===== config.mk =====
export PLATFORM = sky130hd
export DESIGN_NAME = unpack_align
export DESIGN_NICKNAME = d
export VERILOG_FILES = /design/src/rtl/unpack_align.sv
export SDC_FILE = /design/constraint.sdc
export NUM_CORES = 1
export LEC_CHECK = 0
export ABC_AREA = 1
export CAP_MARGIN = 10
export CORE_ASPECT_RATIO = 0.9
export CORE_MARGIN = 2
export CORE_UTILIZATION = 45
export CTS_BUF_LIST = sky130_fd_sc_hd__clkbuf_8 sky130_fd_sc_hd__clkbuf_16
export DETAILED_ROUTE_END_ITERATION = 6
export PLACE_DENSITY = 0.78
export SYNTH_ARGS = -nofsm -noshare
export SYNTH_HDL_FRONTEND = slang
export SYNTH_SLANG_ARGS = --single-unit

===== constraint.sdc =====
create_clock -name clk -period 2.7 [get_ports clk]
set_input_delay 0.54 -clock clk [delete_from_list [all_inputs] [get_ports clk]]
set_output_delay 0.54 -clock clk [all_outputs]
set_load 0.05 [all_outputs]

===== src/rtl/unpack_align.sv =====
// Half-precision adder front end: unpacks two operands, classifies specials,
// orders them by magnitude and right-aligns the smaller mantissa with sticky.
module unpack_align #(
  parameter int MAX_SHIFT = 14
) (
  input  logic        clk,
  input  logic        rst,
  input  logic        in_valid,
  output logic        in_ready,
  input  logic [15:0] a,
  input  logic [15:0] b,
  output logic        out_valid,
  input  logic        out_ready,
  output logic [15:0] man_big,
  output logic [15:0] man_small,
  output logic [5:0]  exp,
  output logic        sign_big,
  output logic        eff_sub,
  output logic        swapped,
  output logic [1:0]  exception
);

  typedef enum logic [1:0] {IDLE, UNPACK, ALIGN, DONE} state_t;

  localparam logic [4:0] MAX_D = 5'(MAX_SHIFT);

  state_t      state_q, state_d;
  logic [15:0] a_q, a_d, b_q, b_d;
  logic [4:0]  cnt_q, cnt_d;
  logic        flush_q, flush_d;
  logic [15:0] man_big_q, man_big_d, man_small_q, man_small_d;
  logic [5:0]  exp_q, exp_d;
  logic        sign_big_q, sign_big_d, eff_sub_q, eff_sub_d, swapped_q, swapped_d;
  logic [1:0]  exception_q, exception_d;

  logic [4:0]  ea, eb, e_big, e_small, d;
  logic [15:0] ma, mb;
  logic        a_big, nan_any, inf_any;

  // One right shift; the bit falling off is ORed into the sticky position.
  function automatic logic [15:0] sticky_shr1(input logic [15:0] m);
    return {1'b0, m[15:2], m[1] | m[0]};
  endfunction

  function automatic logic [15:0] sticky_flush(input logic [15:0] m);
    return {15'b0, |m};
  endfunction

  always_comb begin
    // Zero exponent field means denormal/zero: no hidden bit, effective exponent 1.
    ea      = (a_q[14:10] == 5'd0) ? 5'd1 : a_q[14:10];
    eb      = (b_q[14:10] == 5'd0) ? 5'd1 : b_q[14:10];
    ma      = {2'b00, |a_q[14:10], a_q[9:0], 3'b000};
    mb      = {2'b00, |b_q[14:10], b_q[9:0], 3'b000};
    a_big   = {ea, ma} >= {eb, mb};
    e_big   = a_big ? ea : eb;
    e_small = a_big ? eb : ea;
    d       = e_big - e_small;
    nan_any = (&a_q[14:10] & |a_q[9:0]) | (&b_q[14:10] & |b_q[9:0]);
    inf_any = (&a_q[14:10] & ~|a_q[9:0]) | (&b_q[14:10] & ~|b_q[9:0]);
  end

  always_comb begin
    state_d     = state_q;
    a_d         = a_q;
    b_d         = b_q;
    cnt_d       = cnt_q;
    flush_d     = flush_q;
    man_big_d   = man_big_q;
    man_small_d = man_small_q;
    exp_d       = exp_q;
    sign_big_d  = sign_big_q;
    eff_sub_d   = eff_sub_q;
    swapped_d   = swapped_q;
    exception_d = exception_q;
    unique case (state_q)
      IDLE: begin
        if (in_valid) begin
          a_d     = a;
          b_d     = b;
          state_d = UNPACK;
        end
      end
      UNPACK: begin
        man_big_d   = a_big ? ma : mb;
        man_small_d = a_big ? mb : ma;
        exp_d       = {1'b0, e_big};
        sign_big_d  = a_big ? a_q[15] : b_q[15];
        eff_sub_d   = a_q[15] ^ b_q[15];
        swapped_d   = ~a_big;
        exception_d = nan_any ? 2'b11 : (inf_any ? 2'b01 : 2'b00);
        cnt_d       = d;
        flush_d     = d > MAX_D;
        state_d     = (d == 5'd0) ? DONE : ALIGN;
      end
      ALIGN: begin
        if (flush_q) begin
          man_small_d = sticky_flush(man_small_q);
          state_d     = DONE;
        end else begin
          man_small_d = sticky_shr1(man_small_q);
          cnt_d       = cnt_q - 5'd1;
          if (cnt_q == 5'd1) state_d = DONE;
        end
      end
      DONE: begin
        if (out_ready) state_d = IDLE;
      end
      default: state_d = IDLE;
    endcase
  end

  always_ff @(posedge clk) begin
    if (rst) begin
      state_q     <= IDLE;
      a_q         <= '0;
      b_q         <= '0;
      cnt_q       <= '0;
      flush_q     <= 1'b0;
      man_big_q   <= '0;
      man_small_q <= '0;
      exp_q       <= '0;
      sign_big_q  <= 1'b0;
      eff_sub_q   <= 1'b0;
      swapped_q   <= 1'b0;
      exception_q <= '0;
    end else begin
      state_q     <= state_d;
      a_q         <= a_d;
      b_q         <= b_d;
      cnt_q       <= cnt_d;
      flush_q     <= flush_d;
      man_big_q   <= man_big_d;
      man_small_q <= man_small_d;
      exp_q       <= exp_d;
      sign_big_q  <= sign_big_d;
      eff_sub_q   <= eff_sub_d;
      swapped_q   <= swapped_d;
      exception_q <= exception_d;
    end
  end

  assign in_ready  = (state_q == IDLE);
  assign out_valid = (state_q == DONE);
  assign man_big   = man_big_q;
  assign man_small = man_small_q;
  assign exp       = exp_q;
  assign sign_big  = sign_big_q;
  assign eff_sub   = eff_sub_q;
  assign swapped   = swapped_q;
  assign exception = exception_q;

endmodule


==> impl_metrics.toml <==
[die]
floorplan.initialDensity_pct = 46.8
dieHeight_um = 94.0
dieArea_um2 = 9770
die_x_um = 104
io_pins = 81
core_area_um2 = 8650
rows = 32

[yosys]
synth_flop_cell = "dfxtp_1"
yosysWarnings = 0
netlist-cell-type-count = 34
synthXorXnorAreaFrac_pct = 0.866
synth_fa_ha_area_share_pct = 7.11
synthMuxAreaShare_pct = 0
synth_compound_area_share_pct = 24.3
syn_avg_cell_area_um2 = 7.26
synth_top_family_by_area = "compound AO/OA/AOI/OAI gates"
ys_seq_area_share_pct = 37.1
syn-cell-area_um2 = 4050
synth_edf_count = 0
ys_ff_latch = 75
synthSimpleGateAreaFrac_pct = 19.2
async_flop_share_pct = 0
syn_inst = 557

[worst_setup_path]
crit_type = "flop to flop"
worstPathRequired_ns = 3.00
critPathMaxFanout = 4
cp-start-kind = "flop"
critPathCaptureType = "flop"
r2r_setup_slack_ns = 0.02
critPathArrivalTime_ns = 2.97

[cts]
cts-root-buf = "clkbuf_8"
htreeDepth = 3
cts_buffer_depth = 2
cts_tree = "yes"
cts_made_buffers = 9
clk_pin_slew_worst_paths_ns = 0.08
insertion_delay_ns = 0.35
numClockSinks = 75

[layout]
finalNonFillerCells = 761
final_cell_mix = "a21oi_1 (88), clkdlybuf4s50_1 (72), inv_1 (70)"
final_common_cell = "a21oi_1"
final_area_um2 = 5360
diodes = 0
final_layout_size_suffix_gt1_share_pct = 15.4
final_net_count = 696
area_delta_synth_final_pct = 32.3

[timing]
finalHoldViolations = 0
period_minus_slack_ns = 2.68
tightestPinTransition_ns = 0.529
max_freq_mhz = 373
rsz0062_at_grt = "yes"
setup_viol = 0
max_slew_margin_pct = 64.7
period_share_pct = 99.2
fin_worst_skew_ns = 0.00528
slew_viol_final = 0

[status]
status = "completed"

[pwr]
p_leak_nw = 2.22
power_density_nw_per_um2 = 1420
ir_worst_vdd_uv = 610
finalPower_mw = 7.60

[global_routing]
grt_max_degree = 64
antenna_found_initial = 0
grt.overflow.total = 0
grt_pass1_vias = 3701
grt_util_all_layers_pct = 22.4
grt_pass1_wl_mm = 17.7

[place]
placed_area_um2 = 4940
routabilityCongestion = 0.933
dp_cells = 738
hpwlAfterDp_mm = 7.80
port-buffer-count = 72

[routing]
viasPerCell = 5.29
drt-total-wl_mm = 10.9
postRouteAntennaNets = 0
drc = 0
wl_per_cell_um = 14.4
dr.pass1.iters = 5
drt_iter0_drc = 205
num_vias = 4027

[flow_run]
maxCapViolCount = 0

[hold_path]
hold_class = "flop to flop"
==> through the flow <==
| stage | worst slack (ns) | TNS (ns) | utilization, % | hold WS, ns |
|---|---|---|---|---|
| 6_report | 0.0218 | 0 | 61.9 | 0.466 |
| 5_1_grt | -0.126 | -0.355 | 61.9 | 0.490 |
| 4_1_cts | 0.0203 | 0 | 59.8 | 0.467 |
| 3_5_place_dp | -0.117 | -0.234 | 57.1 | 0.455 |
| 3_3_place_gp | 0.0682 | 0 | 57.1 | 0.456 |
| 2_1_floorplan | 0.0799 | 0 | - | 0.455 |
==> sequential cells by signal (all words and copies together) (netlist names) <==
signal and cells:
a_q 16, b_q 16, cnt_q 5, eff_sub 1, exception 2, exp 5, flush_q 1, man_big 11
man_small 14, sign_big 1, state_q 2, swapped 1
==> cells in the mapped netlist (3+ instances only) <==
cell | number | area, µm²
nor3_1 | 11 | 55.1
a211oi_1 | 3 | 22.5
nor2_1 | 25 | 93.8
nand2_2 | 10 | 62.6
ha_1 | 23 | 288
nor4_1 | 5 | 31.3
nand4_1 | 6 | 37.5
buf_2 | 5 | 25.0
clkbuf_1 | 23 | 86.3
xor2_1 | 3 | 26.3
dfxtp_1 | 75 | 1500
buf_4 | 9 | 67.6
nand3_1 | 22 | 110
o21ai_0 | 69 | 345
a31oi_1 | 4 | 25.0
o2bb2ai_1 | 3 | 26.3
nand3_2 | 3 | 30.0
a21oi_1 | 89 | 445
nand2_4 | 5 | 56.3
o211ai_1 | 10 | 75.1
nand2_1 | 70 | 263
inv_1 | 72 | 270
==> final timing paths <==
path | startpoint | cells past startpoint | end
max reg2reg | a_q[13]$_SDFFE_PP0P_ | 18 | flush_q$_SDFFE_PP0P_
max | a_q[13]$_SDFFE_PP0P_ | 18 | flush_q$_SDFFE_PP0P_
min | man_big[10]$_SDFFE_PP0P_ | 2 | man_big[10]$_SDFFE_PP0P_
min reg2reg | man_big[10]$_SDFFE_PP0P_ | 2 | man_big[10]$_SDFFE_PP0P_
==> report_power, final <==
group	switching [mW]	internal, mW	leakage, nW
clock network	0.445	0.454	0.104
logic	3.13	1.84	1.50
registers	0.271	1.46	0.619
==> area by class of cell <==
type                    instances  area, µm²
fillers                       770       3290
clock buffers                  10        138
well taps                     119        149
multi-input cells             378       2250
clock inverters                 6       63.8
inverters                      74        280
repair buffers                 99        963
flip-flops and latches         75       1510
==> timing repair <==
item / in CTS / in global routing
buffers inserted: 1 / 7
pin swaps: 4 / 24
setup endpoints to repair: 4 / 15
gates resized for setup: 6 / 39
hold buffers: 0 / 0
==> critical path, stage by stage, from the launching register on <==
cell     delay [ns]
dfxtp_4        0.36
nor3_2         0.18
nand3_1        0.16
nand2_2        0.14
ha_4           0.21
nand2_2        0.07
inv_2          0.03
o21ai_2        0.15
nand3_2        0.10
nor2_4         0.22
nand2_8        0.08
nand2_4        0.08
nand3_4        0.08
ha_4           0.30
buf_4          0.12
nand3_1        0.09
nor2_1         0.12
nor2_1         0.05
nor2_1         0.08
==> logic make-up after synthesis <==
group           Yosys count
compound gates          183
simple gates            160
buf+inv                 111
flops                    75
fa+ha+maj                23
xor+xnor                  4
other cells               1
==> metal layers <==
layer | part of all wire [%] | wire length (µm) | GRT usage, %
met1 | 47 | 5140 | 31.1
met2 | 45 | 4980 | 35.5
met3 | 6.0 | 652 | 4.02
met4 | 1.6 | 180 | 6.64
met5 | 0 | 0 | 0
Power figures use the tool's default switching activity.
==> variant 1: new RTL, same flow settings <==
Re-encode `state_t` (4 states) as Gray code, 2 bits wide.
--- a/src/rtl/unpack_align.sv
+++ b/src/rtl/unpack_align.sv
@@ -20,7 +20,7 @@
   output logic [1:0]  exception
 );
 
-  typedef enum logic [1:0] {IDLE, UNPACK, ALIGN, DONE} state_t;
+  typedef enum logic [1:0] {IDLE = 2'b00, UNPACK = 2'b01, ALIGN = 2'b11, DONE = 2'b10} state_t;
 
   localparam logic [4:0] MAX_D = 5'(MAX_SHIFT);
 
Function: same outputs for any inputs over 10 cycles, from zero or initial values and one cycle with rst high; not proved beyond that.
==> variant 1 against the unedited design <==
- highest routed layer unchanged
- critical endpoint is now man_small[10]
- sequential cell count did not move
- synthesized area fell by 3.6%
- wire length rose by 3.5%
- final area fell by 2.3%
- worst setup slack got worse by 0.021 ns
- count of clock-buffer cells in the layout fell by 1
- first-iteration DRC count rose by 28%
- worst hold slack barely moved
Power is not compared: it rests on default switching activity, and its combinational part moved more than twofold at a synthesized area within 25%.
==> variant 1: results (changes against the unedited design) <==
| Metric | This run | Unit | vs unedited |
|---|---|---|---|
| Status | completed | - |  |
| Flop-to-flop setup slack | 0.0007 | ns | -0.02 ns |
| Largest cells by area after synthesis | sky130_fd_sc_hd__dfxtp_1 (38%), sky130_fd_sc_hd__a21oi_1 (13%), sky130_fd_sc_hd__o21ai_0 (9.5%) | - |  |
| Nets | 676 | - | -2.9% |
| GR met1 Demand/Resource | 31.7 | % | +0.63 points |
| Met1 wire length | 5040 | um | -2.0% |
| Routed length on met3 | 816 | um | +25% |
| Top cell types by occurrence after synthesis | sky130_fd_sc_hd__a21oi_1 (103), sky130_fd_sc_hd__dfxtp_1 (75), sky130_fd_sc_hd__o21ai_0 (74) | - |  |
| Worst hold slack across all endpoints | 0.466 | ns | +0.0000410 ns |
| Vias in the first global route | 3714 | - | +0.35% |
| Fraction of layout instances using a drive strength above 1 | 13.9 | % | -1.5 points |
| Total cell area at the placement stage | 0.00475 | mm2 | -3.7% |
| Fin crit share | 100 | % | +0.78 points |
| Met2 Resource Use GR | 36.1 | % | +0.55 points |
| Wire length reported by the detailed router | 11300 | um | +3.5% |
| Half-perimeter wire length after detailed placement | 7560 | um | -3.0% |
| Portion of the layout cell area used by clock cells | 4.73 | % | +0.97 points |
| FF+latch count | 75 | - | unchanged |
| Routed length on met2 | 5230 | um | +5.0% |
| Post-synthesis cell area | 0.00390 | mm2 | -3.6% |
| Synthesized-area fraction occupied by adder cells | 6.10 | % | -1.0 points |
| Fill count | 758 | - | -1.6% |
| Worst slew margin relative to its limit | 54.1 | % | -11 points |
| Detailed-route vias per instance | 5.37 | - | +1.5% |
| Number of cells upsized or downsized after cts | 1 | - | -5 |
variant 1: cell count changes in the layout (fill, tap and decap cells not counted), moves of 5 or more:
cell / delta
sky130_fd_sc_hd__o21ai_0: +6
sky130_fd_sc_hd__nand2_4: -5
sky130_fd_sc_hd__a21oi_1: +14
sky130_fd_sc_hd__o211ai_1: -5
sky130_fd_sc_hd__inv_1: -11
sky130_fd_sc_hd__ha_1: -5
sky130_fd_sc_hd__nor3_1: -6
variant 1: path summary, 6_finish.rpt:
path,cells past startpoint,to,start
worst max-delay path,15,man_small[10],b_q[10]
worst min-delay path,2,man_big[7],man_big[7]
worst max register to register,15,man_small[10],b_q[10]
worst min register to register,2,man_big[7],man_big[7]
variant 1: metrics by stage:
step	power [W]	cells	setup TNS [ns]
4_1_cts	0.00402	739	0
6_report	0.00425	745	0
2_1_floorplan	0.00241	553	0
3_3_place_gp	0.00283	721	0
5_1_grt	0.00446	745	-0.843
3_5_place_dp	0.00287	721	-0.0265
==> variant 2: new RTL, same settings <==
Without the edit above. Change the parameter `MAX_SHIFT` from 14 to 10.
--- a/src/rtl/unpack_align.sv
+++ b/src/rtl/unpack_align.sv
@@ -1,7 +1,7 @@
 // Half-precision adder front end: unpacks two operands, classifies specials,
 // orders them by magnitude and right-aligns the smaller mantissa with sticky.
 module unpack_align #(
-  parameter int MAX_SHIFT = 14
+  parameter int MAX_SHIFT = 10
 ) (
   input  logic        clk,
   input  logic        rst,
Behaviour: not the same (Yosys sat finds a counterexample within 4 cycles, from zero or initial values and one cycle with rst high).
==> variant 2 against the unedited design <==
- clock skew rose by 0.0038 ns
- wire length is 2.5% higher
- synthesized area shrank 0.77%
- final area shrank 0.96%
- power decreased by 3.5%
- clock power down 7.2%
- worst setup slack worse by 0.0069 ns
- sequential cell count did not move
- utilization down 0.31 points
==> variant 2: results (changes against the unedited design) <==
| Metric | This run | Unit | vs unedited |
|---|---|---|---|
| Status | completed | - |  |
| Share of cell area taken by muxes after synthesis | 0 | % | unchanged |
| Fill count | 762 | - | -1.0% |
| Syn. warnings | 0 | - | unchanged |
| Vias in the first global route | 3877 | - | +4.8% |
| Library cell contributing the largest single delay on the critical path | sky130_fd_sc_hd__dfxtp_4 | - |  |
| Cts bufs inserted | 9 | - | unchanged |
| Worst Max-Slew Pin Slew | 0.654 | ns | +0.124 ns |
| Xor/xnor cell area share of the yosys netlist | 0.873 | % | +0.0067 points |
| Largest cells by area after synthesis | sky130_fd_sc_hd__dfxtp_1 (37%), sky130_fd_sc_hd__a21oi_1 (12%), sky130_fd_sc_hd__o21ai_0 (8.4%) | - |  |
| Pleak | 2.20 | nW | -0.91% |
| Primary FF master, synth | sky130_fd_sc_hd__dfxtp_1 | - |  |
| Total cell area at the placement stage | 0.00489 | mm2 | -0.99% |
| RePlAce Congestion | 0.918 | - | -1.7% |
| Number of diodes | 0 | - | unchanged |
| Number of design-rule violations left by the first detailed-router iteration | 208 | - | +1.5% |
| Synthesized-area fraction occupied by adder cells | 7.17 | % | +0.055 points |
| Detailed-route vias per instance | 5.33 | - | +0.68% |
| H-tree levels | 3 | - | unchanged |
| Port Buf Inserts | 72 | - | unchanged |
| Max Cap Viol | 0 | - | unchanged |
| CTS Root Buffer Type | sky130_fd_sc_hd__clkbuf_8 | - |  |
| Tmin final | 2.69 | ns | +0.00685 ns |
| Clock skew | 0.00904 | ns | +0.00376 ns |
| Peak VDD IR | 0.000788 | V | +29% |
| Kind of cell adding the most delay to the critical path | simple AND/OR/NAND/NOR gates | - |  |
| Critical path data arrival time | 2.93 | ns | -0.04 ns |
| Number of antenna violations at the first check in global routing | 0 | - | unchanged |
| Half-perimeter wire length after detailed placement | 8030 | um | +3.0% |
| Nets | 709 | - | +1.9% |
| Share of the synthesized area in compound gates (AO/OA/AOI/OAI) | 24.7 | % | +0.38 points |
| Wire length reported by the detailed router | 11200 | um | +2.5% |
| Longest individual stage delay on the worst path | 0.36 | ns | about the same |
| Clock latency on the worst-skew pair | 0.35 | ns | about the same |
| Maximum net fanout on the critical path | 10 | - | +6 |
| Number of buffers on the longest clock path | 2 | - | unchanged |
| Total GRT Usage | 23.4 | % | +1.0 points |
| Number of distinct library cells after synthesis | 35 | - | +2.9% |
| Global-route wire length before repair | 18400 | um | +4.2% |
| Clock slew seen by the registers of the worst setup and hold paths | 0.08 | ns | about the same |
| Fraction of layout instances using a drive strength above 1 | 13.9 | % | -1.5 points |
| First-pass detailed-route iteration total | 5 | - | unchanged |
| Post-synthesis async set-or-reset flop share | 0 | % | unchanged |
| Top cell types by occurrence after synthesis | sky130_fd_sc_hd__a21oi_1 (93), sky130_fd_sc_hd__nand2_1 (80), sky130_fd_sc_hd__inv_1 (77) | - |  |
| Type of the worst min-delay path | reg2reg | - |  |
| Pin count of the biggest net entering global routing | 61 | - | -4.7% |
| Sequential cell area fraction in the yosys report | 37.4 | % | +0.29 points |
-- variant 2: changes by cell type after synthesis, sizes merged, moves of 2 or more --
cell / unedited run / this run
a21oi: 90 / 94
and2: 0 / 2
clkbuf: 23 / 26
inv: 73 / 78
nand3: 25 / 19
nand3b: 0 / 2
nor2: 27 / 29
nor3: 11 / 13
o211ai: 10 / 12
o2bb2ai: 3 / 0
-- variant 2: power by group --
group | switching (W) | internal [W]
Sequential | 0.000256 | 0.00146
Clock | 0.000419 | 0.000415
Combinational | 0.00302 | 0.00176
-- variant 2: area by class of cell --
cell class	count	area, um2	share of cell area (%)
clock buffers	9	124	2.34
clock inverters	5	56.3	1.06
inverters	79	299	5.64
multi-input cells	382	2170	41.0
flip-flops and latches	75	1510	28.5
well taps	119	149	2.81
repair buffers	103	990	18.7
-- variant 2: what timing repair did --
| action | in CTS | in global routing |
|---|---|---|
| setup buffers | 10 | 4 |
| pin swaps | 3 | 19 |
| gates resized for setup | 4 | 44 |
| setup endpoints to repair | 3 | 10 |
-- variant 2: layer usage --
metal | wire, um | track usage, % | part of all wire (%) | vias up
li1 | - | - | - | 2047
met3 | 762 | 4.32 | 6.8 | 21
met4 | 244 | 7.77 | 2.2 | 0
met2 | 5000 | 37.9 | 45 | 162
met1 | 5210 | 31.6 | 46 | 1883
met5 | 0 | 0 | 0 | -
-- variant 2: path summary, 6_finish.rpt --
check             startpoint         end  slack [ns]  depth (start not counted)
setup / recovery     a_q[11]     flush_q        0.01                         21
hold / removal    man_big[8]  man_big[8]        0.47                          2
setup reg to reg     a_q[11]     flush_q        0.01                         21
hold reg to reg   man_big[8]  man_big[8]        0.47                          2
-- variant 2: stage by stage --
step	setup WS (ns)	utilization, %	instances	hold slack, ns
after detailed placement	-0.0511	56.8	746	0.456
after global placement	0.116	56.8	746	0.455
after floorplan	0.0806	-	575	0.455
final	0.0149	61.6	772	0.468
after CTS	0.00737	59.9	770	0.468
after global routing	-0.205	61.6	772	0.489
-- variant 2: kinds of logic after synthesis --
logic type               count (synthesis)
adder cells (fa/ha/maj)                 23
buffers and inverters                  118
AO/OA/AOI/OAI                          186
other                                    1
flip-flops                              75
AND/OR/NAND/NOR                        161
XOR/XNOR                                 4
